**config.mk**
```make
export PLATFORM = sky130hd
export DESIGN_NAME = crc_calc
export DESIGN_NICKNAME = d
export VERILOG_FILES = /design/src/rtl/crc_calc_pkg.sv /design/src/rtl/crc_calc_calculator.sv /design/src/rtl/crc_calc.sv
export SDC_FILE = /design/constraint.sdc
export NUM_CORES = 1
export LEC_CHECK = 0
export CORE_ASPECT_RATIO = 0.9
export CORE_MARGIN = 5
export CORE_UTILIZATION = 42
export DETAILED_ROUTE_END_ITERATION = 16
export GPL_TIMING_DRIVEN = 0
export MAX_ROUTING_LAYER = met4
export PLACE_DENSITY = 0.84
export SETUP_SLACK_MARGIN = 0.4
export SLEW_MARGIN = 10
export SYNTH_ARGS = -nofsm -noshare
export SYNTH_HDL_FRONTEND = slang
export SYNTH_SLANG_ARGS = --single-unit
```
**constraint.sdc**
```tcl
create_clock -name clk -period 3.8 [get_ports clk]
set_clock_uncertainty 0.2 [all_clocks]
set_input_delay 0.57 -clock clk [delete_from_list [all_inputs] [get_ports clk]]
set_output_delay 0.57 -clock clk [all_outputs]
set_load 0.05 [all_outputs]
```
**src/rtl/crc_calc_pkg.sv**
```systemverilog
// Shared CRC helpers: single-bit MSB-first CRC step and a word-wide unrolled update.
// Widths are carried as arguments so one pair of functions serves every instance.
package crc_calc_pkg;

    localparam int CRC_MAX_W = 64;
    localparam int DAT_MAX_W = 64;

    function automatic logic [CRC_MAX_W-1:0] crc_step(
        input logic [CRC_MAX_W-1:0] c,
        input logic                 d,
        input logic [CRC_MAX_W-1:0] poly,
        input int                   crc_w
    );
        logic [CRC_MAX_W-1:0] mask;
        logic [CRC_MAX_W-1:0] nxt;
        logic                 fb;
        // Full-width shift wraps to zero, so the mask becomes all ones when crc_w == CRC_MAX_W.
        mask = (CRC_MAX_W'(1) << crc_w) - CRC_MAX_W'(1);
        fb   = (|(c & (CRC_MAX_W'(1) << (crc_w - 1)))) ^ d;
        nxt  = (c << 1) & mask;
        if (fb) begin
            nxt = nxt ^ (poly & mask);
        end
        return nxt;
    endfunction

    function automatic logic [CRC_MAX_W-1:0] crc_word(
        input logic [CRC_MAX_W-1:0] c,
        input logic [DAT_MAX_W-1:0] d,
        input logic [CRC_MAX_W-1:0] poly,
        input int                   crc_w,
        input int                   dat_w
    );
        logic [CRC_MAX_W-1:0] acc;
        acc = c;
        for (int k = DAT_MAX_W - 1; k >= 0; k--) begin
            if (k < dat_w) begin
                acc = crc_step(acc, |(d & (DAT_MAX_W'(1) << k)), poly, crc_w);
            end
        end
        return acc;
    endfunction

endpackage

```
**src/rtl/crc_calc_calculator.sv**
```systemverilog
// Combinational next-CRC: o_crc = F(i_crc, i_dat), data consumed MSB first.
module crc_calculator
    import crc_calc_pkg::*;
#(
    parameter int                  DATAWIDTH  = 8,
    parameter int                  CRCWIDTH   = 16,
    parameter logic [CRCWIDTH-1:0] POLYNOMIAL = 16'h8005
) (
    input  logic [DATAWIDTH-1:0] i_dat,
    input  logic [CRCWIDTH-1:0]  i_crc,
    output logic [CRCWIDTH-1:0]  o_crc
);

    assign o_crc = CRCWIDTH'(crc_word(CRC_MAX_W'(i_crc), DAT_MAX_W'(i_dat),
                                      CRC_MAX_W'(POLYNOMIAL), CRCWIDTH, DATAWIDTH));

endmodule

```
**src/rtl/crc_calc.sv**
```systemverilog
// CRC engine top: combinational next-CRC path plus a clocked accumulator on the same function.
module crc_calc
    import crc_calc_pkg::*;
#(
    parameter int                  DATAWIDTH  = 8,
    parameter int                  CRCWIDTH   = 16,
    parameter logic [CRCWIDTH-1:0] POLYNOMIAL = 16'h8005,
    parameter logic [CRCWIDTH-1:0] INIT       = 16'h0000
) (
    input  logic                 clk,
    input  logic                 reset,
    input  logic [DATAWIDTH-1:0] i_dat,
    input  logic [CRCWIDTH-1:0]  i_crc,
    output logic [CRCWIDTH-1:0]  o_crc,
    input  logic                 i_clkena,
    input  logic                 i_clear,
    output logic [CRCWIDTH-1:0]  o_acc
);

    logic [CRCWIDTH-1:0] acc_q;
    logic [CRCWIDTH-1:0] acc_d;
    logic [CRCWIDTH-1:0] acc_next;

    crc_calculator #(
        .DATAWIDTH (DATAWIDTH),
        .CRCWIDTH  (CRCWIDTH),
        .POLYNOMIAL(POLYNOMIAL)
    ) u_comb (
        .i_dat(i_dat),
        .i_crc(i_crc),
        .o_crc(o_crc)
    );

    crc_calculator #(
        .DATAWIDTH (DATAWIDTH),
        .CRCWIDTH  (CRCWIDTH),
        .POLYNOMIAL(POLYNOMIAL)
    ) u_acc (
        .i_dat(i_dat),
        .i_crc(acc_q),
        .o_crc(acc_next)
    );

    // Clear outranks enable: a word presented alongside a clear is dropped.
    always_comb begin
        acc_d = acc_q;
        if (i_clear) begin
            acc_d = INIT;
        end else if (i_clkena) begin
            acc_d = acc_next;
        end
    end

    always_ff @(posedge clk or posedge reset) begin
        if (reset) begin
            acc_q <= INIT;
        end else begin
            acc_q <= acc_d;
        end
    end

    assign o_acc = acc_q;

endmodule

```
Word level (Yosys, flattened, before mapping):

Cells that the tools add are included.

* bits in registers: 16
* bits in latches: 0
* bits in writable memories: 0
* bits in read-only memories: 0
* input bits: 28
* output and inout port bits: 32
* logic and storage cells: 52
* memories kept: 0

* $add $sub $neg: 0
* multipliers: 0
* div/mod/pow operators: 0
* order comparisons: 0
* equal/unequal tests: 0
* shift-type cells: 0
* muxes and demuxes: 18
* bitwise logic cells: 32
* reductions and logical operators: 1

Operator list (count)
* $mux W16: 18
* $not A3 Y3: 16
* $xor A1 B1 Y1: 16
* $reduce_bool A2 Y1: 1

Logic depth before layout (Yosys ltp):

Gate-level depths: netlist of the first run.

* word-level depth: 18
* mapped depth: 6
* mapped depth without buffers: 5

Modules after synthesis:

Synthesis of the first run repeated with hierarchy kept, for this count alone.

* cells, all modules: 105
* area total of the unflattened synthesis: 1232.4 sq um

Modules (own cells, without submodules)
* crc_calc: times used 1, cells each 53, area an instance 664.4 sq um
* crc_calculator: times used 2, cells each 26, area an instance 284.0 sq um

Worst setup path before layout of the first run:

No wires, ideal clock.

* path kind: input to output
* start point: in i_crc[12]
* end point: out o_crc[15]
* arrival time: 3.648 ns
* required time: 3.030 ns
* slack: -0.618 ns
* stages on the path: 5
* cells stage by stage: xor2_2 -> xnor2_1 -> xnor3_2 -> xor2_2 -> xor2_1

* word-level cells in the longest chain between the ends: 14

Ends and longest elaborated chain
* from (decl): RTL line crc_calc.sv:13 `input logic [CRCWIDTH-1:0] i_crc,`
* $mux W16 (*) (2 in a row): RTL line crc_calc_pkg.sv:21 `if (fb) begin`
* $not A3 Y3 (no line)
* $mux W16 (*): RTL line crc_calc_pkg.sv:21
* $xor A1 B1 Y1 (*): RTL line crc_calc_pkg.sv:19 `fb = (|(c & (CRC_MAX_W'(1) << (crc_w - 1)))) ^ d;`
* $mux W16 (*): RTL line crc_calc_pkg.sv:21
* $xor A1 B1 Y1 (*): RTL line crc_calc_pkg.sv:19
* $mux W16 (*): RTL line crc_calc_pkg.sv:21
* $xor A1 B1 Y1 (*): RTL line crc_calc_pkg.sv:19
* $mux W16 (*): RTL line crc_calc_pkg.sv:21
* $xor A1 B1 Y1 (*): RTL line crc_calc_pkg.sv:19
* $mux W16 (*): RTL line crc_calc_pkg.sv:21
* $xor A1 B1 Y1 (*): RTL line crc_calc_pkg.sv:19
* $mux W16 (*): RTL line crc_calc_pkg.sv:21
* to (decl): RTL line crc_calc.sv:14 `output logic [CRCWIDTH-1:0] o_crc,`

Mark *: on every way between the ends. The rest lies on a longest branch, timed or not.

Worst setup path after layout of the first run:

* start point: in i_crc[10]
* end point: out o_crc[15]

* word-level cells in the longest chain between the ends: 12

Ends and longest elaborated chain (RTL line)
* $mux W16 (*) (4 in a row): crc_calc_pkg.sv:21
* $not A3 Y3 (no line)
* $mux W16 (*): crc_calc_pkg.sv:21
* $xor A1 B1 Y1 (*): crc_calc_pkg.sv:19
* $mux W16 (*): crc_calc_pkg.sv:21
* $xor A1 B1 Y1 (*): crc_calc_pkg.sv:19
* $mux W16 (*): crc_calc_pkg.sv:21
* $xor A1 B1 Y1 (*): crc_calc_pkg.sv:19
* $mux W16 (*): crc_calc_pkg.sv:21

Marked as above.

==> summary.md, run 1 <==
| Metric | Value |
|---|---|
| Ys flop type | dfrtp_1 |
| Nets | 200 |
| CTS tree | built |
| Slew HR | 58.73% |
| Area grow syn2layout | 63.20% |
| Status | finished, final reports clean |
| Crit-path cells | clkdlybuf4s50_1 -> xnor2_2 -> xor2_2 -> xnor3_2 -> xor2_4 -> xor2_4 -> buf_6 |
| Multi-input gate area | about 800 sq um |
| Syn Inst Count | between 100 and 150 |
| DP Worst Slack | -0.3018 ns |
| Crit path max fanout | 2 |
| ANT nets after route | 0 |
| Internal power | roughly 0.57 mW |
| CTS max path bufs | 2 |
| Initial antenna violation count | 0 |
| Top-area cell type share of the netlist area | 34.63% |
| Synth warn | 0 |
| EDFF count, synth | 0 |
| Startpoint types | primary input |
| Largest family of logic cells by synthesized area | XOR/XNOR gates |
| FMAX | 301.4 MHz |
| Die area | between 3000 and 4000 sq um |
| Core area | 2703 sq um |
| Mapped Area | 1156 sq um |
| Cell variety after synth | 18 |
| Worst hold path class | register to register |
| Sequential fraction of the synthesis area | around 35% |
| Num CTS Buffers | 3 |
| Combinational power share | 69.1% |
| Placer Congestion | approximately 0.83 |
| CP Class | primary input to output pin |
| Clk pin slew, worst setup/hold paths | ~0.10 ns |
| Sequential Area | 400.4 sq um |
| Hold Vio Cnt, Final | 0 |
| Setup Viol. Count Final | 0 |
| Pwr dens | 590.4 nW/um^2 |
| Peak supply drop | between 0.0002 and 0.0003 V |
| I/O Buffers | 52 |
| DR vias | just over 1000 |
| First-pass GRT wire length | between 4 and 5 mm |
| Slowest cell on crit path | xnor3_2 |
| Post-synthesis adder-cell area fraction | 0% |
| Largest stage delay on the critical path | around 0.52 ns |
| Pre-antenna DRT Iters | 4 |
| Vias per cell | between 5 and 6 |
| CP endpoint kind | output pin |
| Synth Area in Simple Gates | under 10% |
| ANT cells | 0 |
| Mapped Nets | 141 |
| Final worst setup slack | between 0.4 and 0.5 ns |
| Max Cap Violations | 0 |
| Worst-Margin Slew | 0.6184 ns |
| Most Frequent Cell on Critical Path | xor2_4 |
| Psw | 0.5482 mW |
| Sink Count | 16 |
| Inst Count DP | a little under 200 |
| Most numerous cell in the Yosys netlist | xnor2_1 |
| Worst endpoint required time | 3.03 ns |
| Hpwl dp | between 2 and 2.5 mm |
| Total track usage | 16.72% |
| Max-slew violation count | 0 |
| Share of cells above drive strength 1 | 16.37% |
| Global route overflow | 0 |
| Total wire length | 3.128 mm |
| Post-route minimum period | about 3.3 ns |
| Die X | roughly 65 um |
| Switching Fraction | about half |
| RSZ-0062 raised after global routing | no |
| Filler cells | approximately 200 |
| Seq cells post-synth | 16 |
| Pleak | 0.8229 nW |
| Vias in the first global route | around 1000 |
| Asr flop ratio synth | between 90% and 100% |
| Avg Inst Size Synth | ~10 sq um |
| Post-route DRC violation count | 0 |
| Initial Util | 42.78% |
| Mux cell area share after synthesis | 6.061% |
| Final Cycle Share | around 87% |
| Clock Latency Late Sink | roughly 0.30 ns |
| Post-synthesis compound-gate area fraction | 7.035% |
| Iteration-0 DRC Markers | 25 |
| Clk pwr share | a little over a tenth |
| Top Family by Delay on Critical Path | XOR/XNOR gates |
| Clock H-tree levels | 1 |
| CTS Hold Bufs | 0 |
| CP arrival | between 2 and 3 ns |
| Clk root buf | clkbuf_4 |
| Die height | approximately 60 um |
| Final cell count without fillers | about 200 |
| Top cells by area, synth | dfrtp_1, xnor2_1, xor2_1 |
| Site Rows | 18 |
| Most frequent cells after synthesis | xnor2_1, nor2_1, dfrtp_1, xor2_1, a211oi_1 |
| Crit path buffers/inverters | 2 |
| Final TNS setup | 0 ns |
| Per-cell routed wire length | roughly 16 um |
| Largest net degree at the start of global routing | 17 |
| IO Pins | 60 |
| Synth Area in XOR/XNOR | around two fifths |
| Cell taking the most area after synthesis | dfrtp_1 |
| Max reg flops | 16 |
| Part of the power in registers | 20.3% |
==> final timing paths <==
kind	from	end	slack, ns	cells past startpoint
worst max-delay path	i_crc[10]	o_crc[15]	0.48	7
worst min-delay path	o_acc[5]	o_acc[13]	0.37	2
worst max register to register	o_acc[9]	o_acc[0]	1.46	5
worst min register to register	o_acc[5]	o_acc[13]	0.37	2
max in group asynchronous	reset	o_acc[12]	2.57	2
min in group asynchronous	reset	o_acc[10]	0.43	2
==> routing by layer <==
layer | up-vias | part of all wire, % | wire length [um] | track usage, %
li1 | 476 | - | - | -
met1 | 488 | 45 | 1417 | 21.23
met2 | 56 | 46 | 1444 | 27.85
met3 | 5 | 7.2 | 224 | 2.068
met4 | 0 | 1.3 | 41 | 5.621
met5 | - | 0 | 0 | -
==> cell families (layout without fill, tap and decap cells) <==
group	after synthesis	in the layout
muxes	7	7
xor gates and xnor gates	45	45
and+or+nand+nor	22	22
buffers and inverters	12	70
AOI/OAI and AO/OA	11	11
DFF	16	16
==> power by group through the flow <==
stage          clock, mW  combinational (mW)  sequential [mW]
3_3_place_gp           0               0.762            0.229
5_1_grt            0.128               0.808            0.232
6_report           0.118               0.769            0.227
3_5_place_dp           0               0.769            0.230
2_1_floorplan          0               0.458            0.327
4_1_cts            0.118               0.760            0.227
==> worst register-to-register path, cell delays in order, from the launching register on <==
cell and delay [ns]:
dfrtp_1 0.42, xnor2_1 0.45, xor3_1 0.52, xnor3_2 0.28, xnor2_1 0.14, a211oi_1 0.24
==> final cells by class <==
cell class	instances	area share, %
multi-input cells	85	43.04
repair buffers	54	28.45
flip-flops and latches	16	21.22
plain buffers	10	2.984
inverters	2	0.3979
well taps	30	1.989
clock buffers	4	1.923
==> cell usage in the layout (no fill, tap or decap), drive strengths merged <==
master,n
buf,10
o21bai,1
xnor2,30
xor3,1
dfrtp,16
xor2,12
nand2,1
dlygate4sd2,1
inv,2
mux2i,7
a211oi,8
xnor3,2
clkbuf,8
clkdlybuf4s50,46
nand3b,1
o21ai,1
clkdlybuf4s15,1
o311ai,1
dlymetal6s2s,2
nor2,20
==> through the flow <==
step / hold WS, ns / area, sq um / total power [mW] / util, %
3_3_place_gp: 0.3311 / 1785 / 0.9917 / 66.06
2_1_floorplan: 0.2837 / 1227 / 0.7851 / -
5_1_grt: 0.4180 / 1887 / 1.167 / 69.81
6_report: 0.3685 / 1887 / 1.114 / 69.81
4_1_cts: 0.3734 / 1829 / 1.104 / 67.69
3_5_place_dp: 0.3506 / 1785 / 0.9992 / 66.06
==> timing repair <==
action                                  CTS  global route
gates resized for setup                  16             8
endpoints found under the setup margin    4             3
endpoints found under the hold margin     0             0
buffers inserted                          1             1
pin swaps                                 1             5
(Power assumes the default switching activity.)
==> run 2, diff against run 1 <==
CORE_UTILIZATION = 51   (was 42)
DONT_BUFFER_PORTS = 1   (was not set)
PLACE_DENSITY = 0.66   (was 0.84)
==> run 2 against run 1 <==
Total power down 14%; clock power shrank 5%; clock-buffer cell count unchanged; global-route usage shrank 0.20 points; via count decreased by 23%; register-to-register slack got worse by 0.13 ns; flip-flop and latch count unchanged.
==> summary.md, run 2 (same netlist as run 1, synthesis figures left out) <==
| Metric | Value |
|---|---|
| Die area | ~3300 sq um |
| Clk root buf | clkbuf_4 |
| Pleak | between 0.5 and 0.6 nW |
| IO Pins | 60 |
| Setup Viol. Count Final | 0 |
| RSZ-0062 raised after global routing | yes |
| Max reg flops | 16 |
| Pre-antenna DRT Iters | 4 |
| Crit-path cells | xor2_2 -> xnor2_4 -> xnor3_2 -> xor2_4 -> xor2_4 |
| Crit path buffers/inverters | 0 |
| Slew HR | between 20% and 30% |
| Sink Count | 16 |
| Status | finished, final reports clean |
| Slowest cell on crit path | xnor3_2 |
| Reg2Reg Depth | 5 |
| Nets | between 100 and 150 |
| CTS tree | built |
| Initial antenna violation count | 0 |
| ANT cells | 0 |
| Most Frequent Cell on Critical Path | xor2_4 |
| FF-to-FF End | o_acc[0] |
| Share of cells above drive strength 1 | 18.64% |
| Largest net degree at the start of global routing | 17 |
| Site Rows | 16 |
| Post-route minimum period | around 3.3 ns |
| Post-route DRC violation count | 0 |
| CP endpoint kind | output pin |
| FMAX | 299.5 MHz |
| R2r startpoint | o_acc[9] |
| DP Worst Slack | ~0.25 ns |
| Final TNS setup | 0 ns |
| Total track usage | roughly 17% |
| Worst Setup SP | i_crc[12] |
| Commonest non-fill, non-tap cell in the layout | xnor2_1 |
| Core area | 2162 sq um |
| Final worst setup slack | about 0.46 ns |
| Die height | 55.17 um |
| Peak supply drop | 0.0004079 V |
| Max-slew violation count | 0 |
| Num CTS Buffers | 3 |
| Worst hold path class | primary input to asynchronous set/reset pin |
| Die X | about 60 um |
| Clock H-tree levels | 1 |
| Area grow syn2layout | 15.80% |
| Hold Vio Cnt, Final | 0 |
| Hpwl dp | slightly below 2 mm |
| CTS Hold Bufs | 0 |
| Worst endpoint required time | about 3.0 ns |
| Placer Congestion | around 0.82 |
| ANT nets after route | 0 |
| CTS max path bufs | 2 |
| Vias per cell | 5.414 |
| Crit path max fanout | 2 |
| Pwr dens | between 700 and 800 nW/um^2 |
| Multi-input gate area | between 700 and 800 sq um |
| I/O Buffers | 0 |
| Filler cells | 190 |
| DR vias | 785 |
| Max Cap Violations | 0 |
| Startpoint types | primary input |
| Most frequent cells in the layout | xnor2_1, nor2_1, dfrtp_1 |
| Final Cycle Share | 87.87% |
| Initial Util | 53.47% |
| Largest stage delay on the critical path | 0.57 ns |
| Per-cell routed wire length | 17.06 um |
| CP Class | primary input to output pin |
| CP arrival | about 2.6 ns |
| First-pass GRT wire length | between 3 and 4 mm |
| Pwr Total | roughly 0.96 mW |
| Total wire length | roughly 2.5 mm |
| Vias in the first global route | a little over 800 |
| Worst-Margin Slew | ~1.1 ns |
| Global route overflow | 0 |
| R2R setup slack | around 1.3 ns |
| Sequential Area | around 400 sq um |
| Clock Latency Late Sink | between 0.2 and 0.3 ns |
| Iteration-0 DRC Markers | 3 |
| Clk pin slew, worst setup/hold paths | approximately 0.1 ns |
| Top Family by Delay on Critical Path | XOR/XNOR gates |
-- run 2: where the power goes --
group	internal (mW)	switching (mW)	leakage [nW]	total, mW
registers	0.196	0.135	0.212	0.331
logic	0.185	0.328	0.353	0.512
clock network	0.0583	0.0541	0.0210	0.112
total	0.439	0.516	0.586	0.956
-- run 2: area by class of cell --
type                       count  share of cell area (%)
buffer                        10                   4.206
clock buffer                   4                   2.710
inverter                       2                  0.5607
multi-input combinational     85                   59.53
sequential                    16                   29.91
tap                           27                   2.523
timing repair buffer           1                  0.5607
-- run 2: metrics by stage --
| step | instances | area (sq um) | hold WS, ns | utilization [%] |
|---|---|---|---|---|
| floorplan | 113 | 1227 | 0.2837 | - |
| global placement | 140 | 1261 | 0.3639 | 58.33 |
| detailed placement | 140 | 1261 | 0.3660 | 58.33 |
| CTS | 145 | 1339 | 0.05196 | 61.92 |
| global route | 145 | 1339 | 0.06333 | 61.92 |
| finish | 145 | 1339 | 0.03437 | 61.92 |
-- run 2: how the worst max path moves through the flow --
| stage | to | cells past startpoint |
|---|---|---|
| after floorplan | o_crc[15] | 5 |
| after global placement | o_crc[15] | 5 |
| after detailed placement | o_crc[15] | 5 |
| after CTS | o_crc[15] | 5 |
| after global routing | o_crc[15] | 5 |
| final | o_crc[15] | 5 |
-- run 2: worst register-to-register path, delay by kind of cell (launching register included) --
family,cells,cell delay (ns)
flip-flops,1,0.59
AO/OA/AOI/OAI,1,0.24
XOR/XNOR,4,1.36
-- run 2: routing by layer --
metal / GRT usage, % / up-vias / routed length [um]
li1: - / 371 / -
met1: 20.12 / 376 / 994
met2: 27.52 / 34 / 1206
met3: 4.176 / 4 / 255
met4: 4.428 / 0 / 17
met5: - / - / 0
-- run 2: repair_timing --
item,CTS,global route
setup endpoints to repair,1,1
setup buffers,1,0
pin swaps,3,2
gates resized for setup,4,0
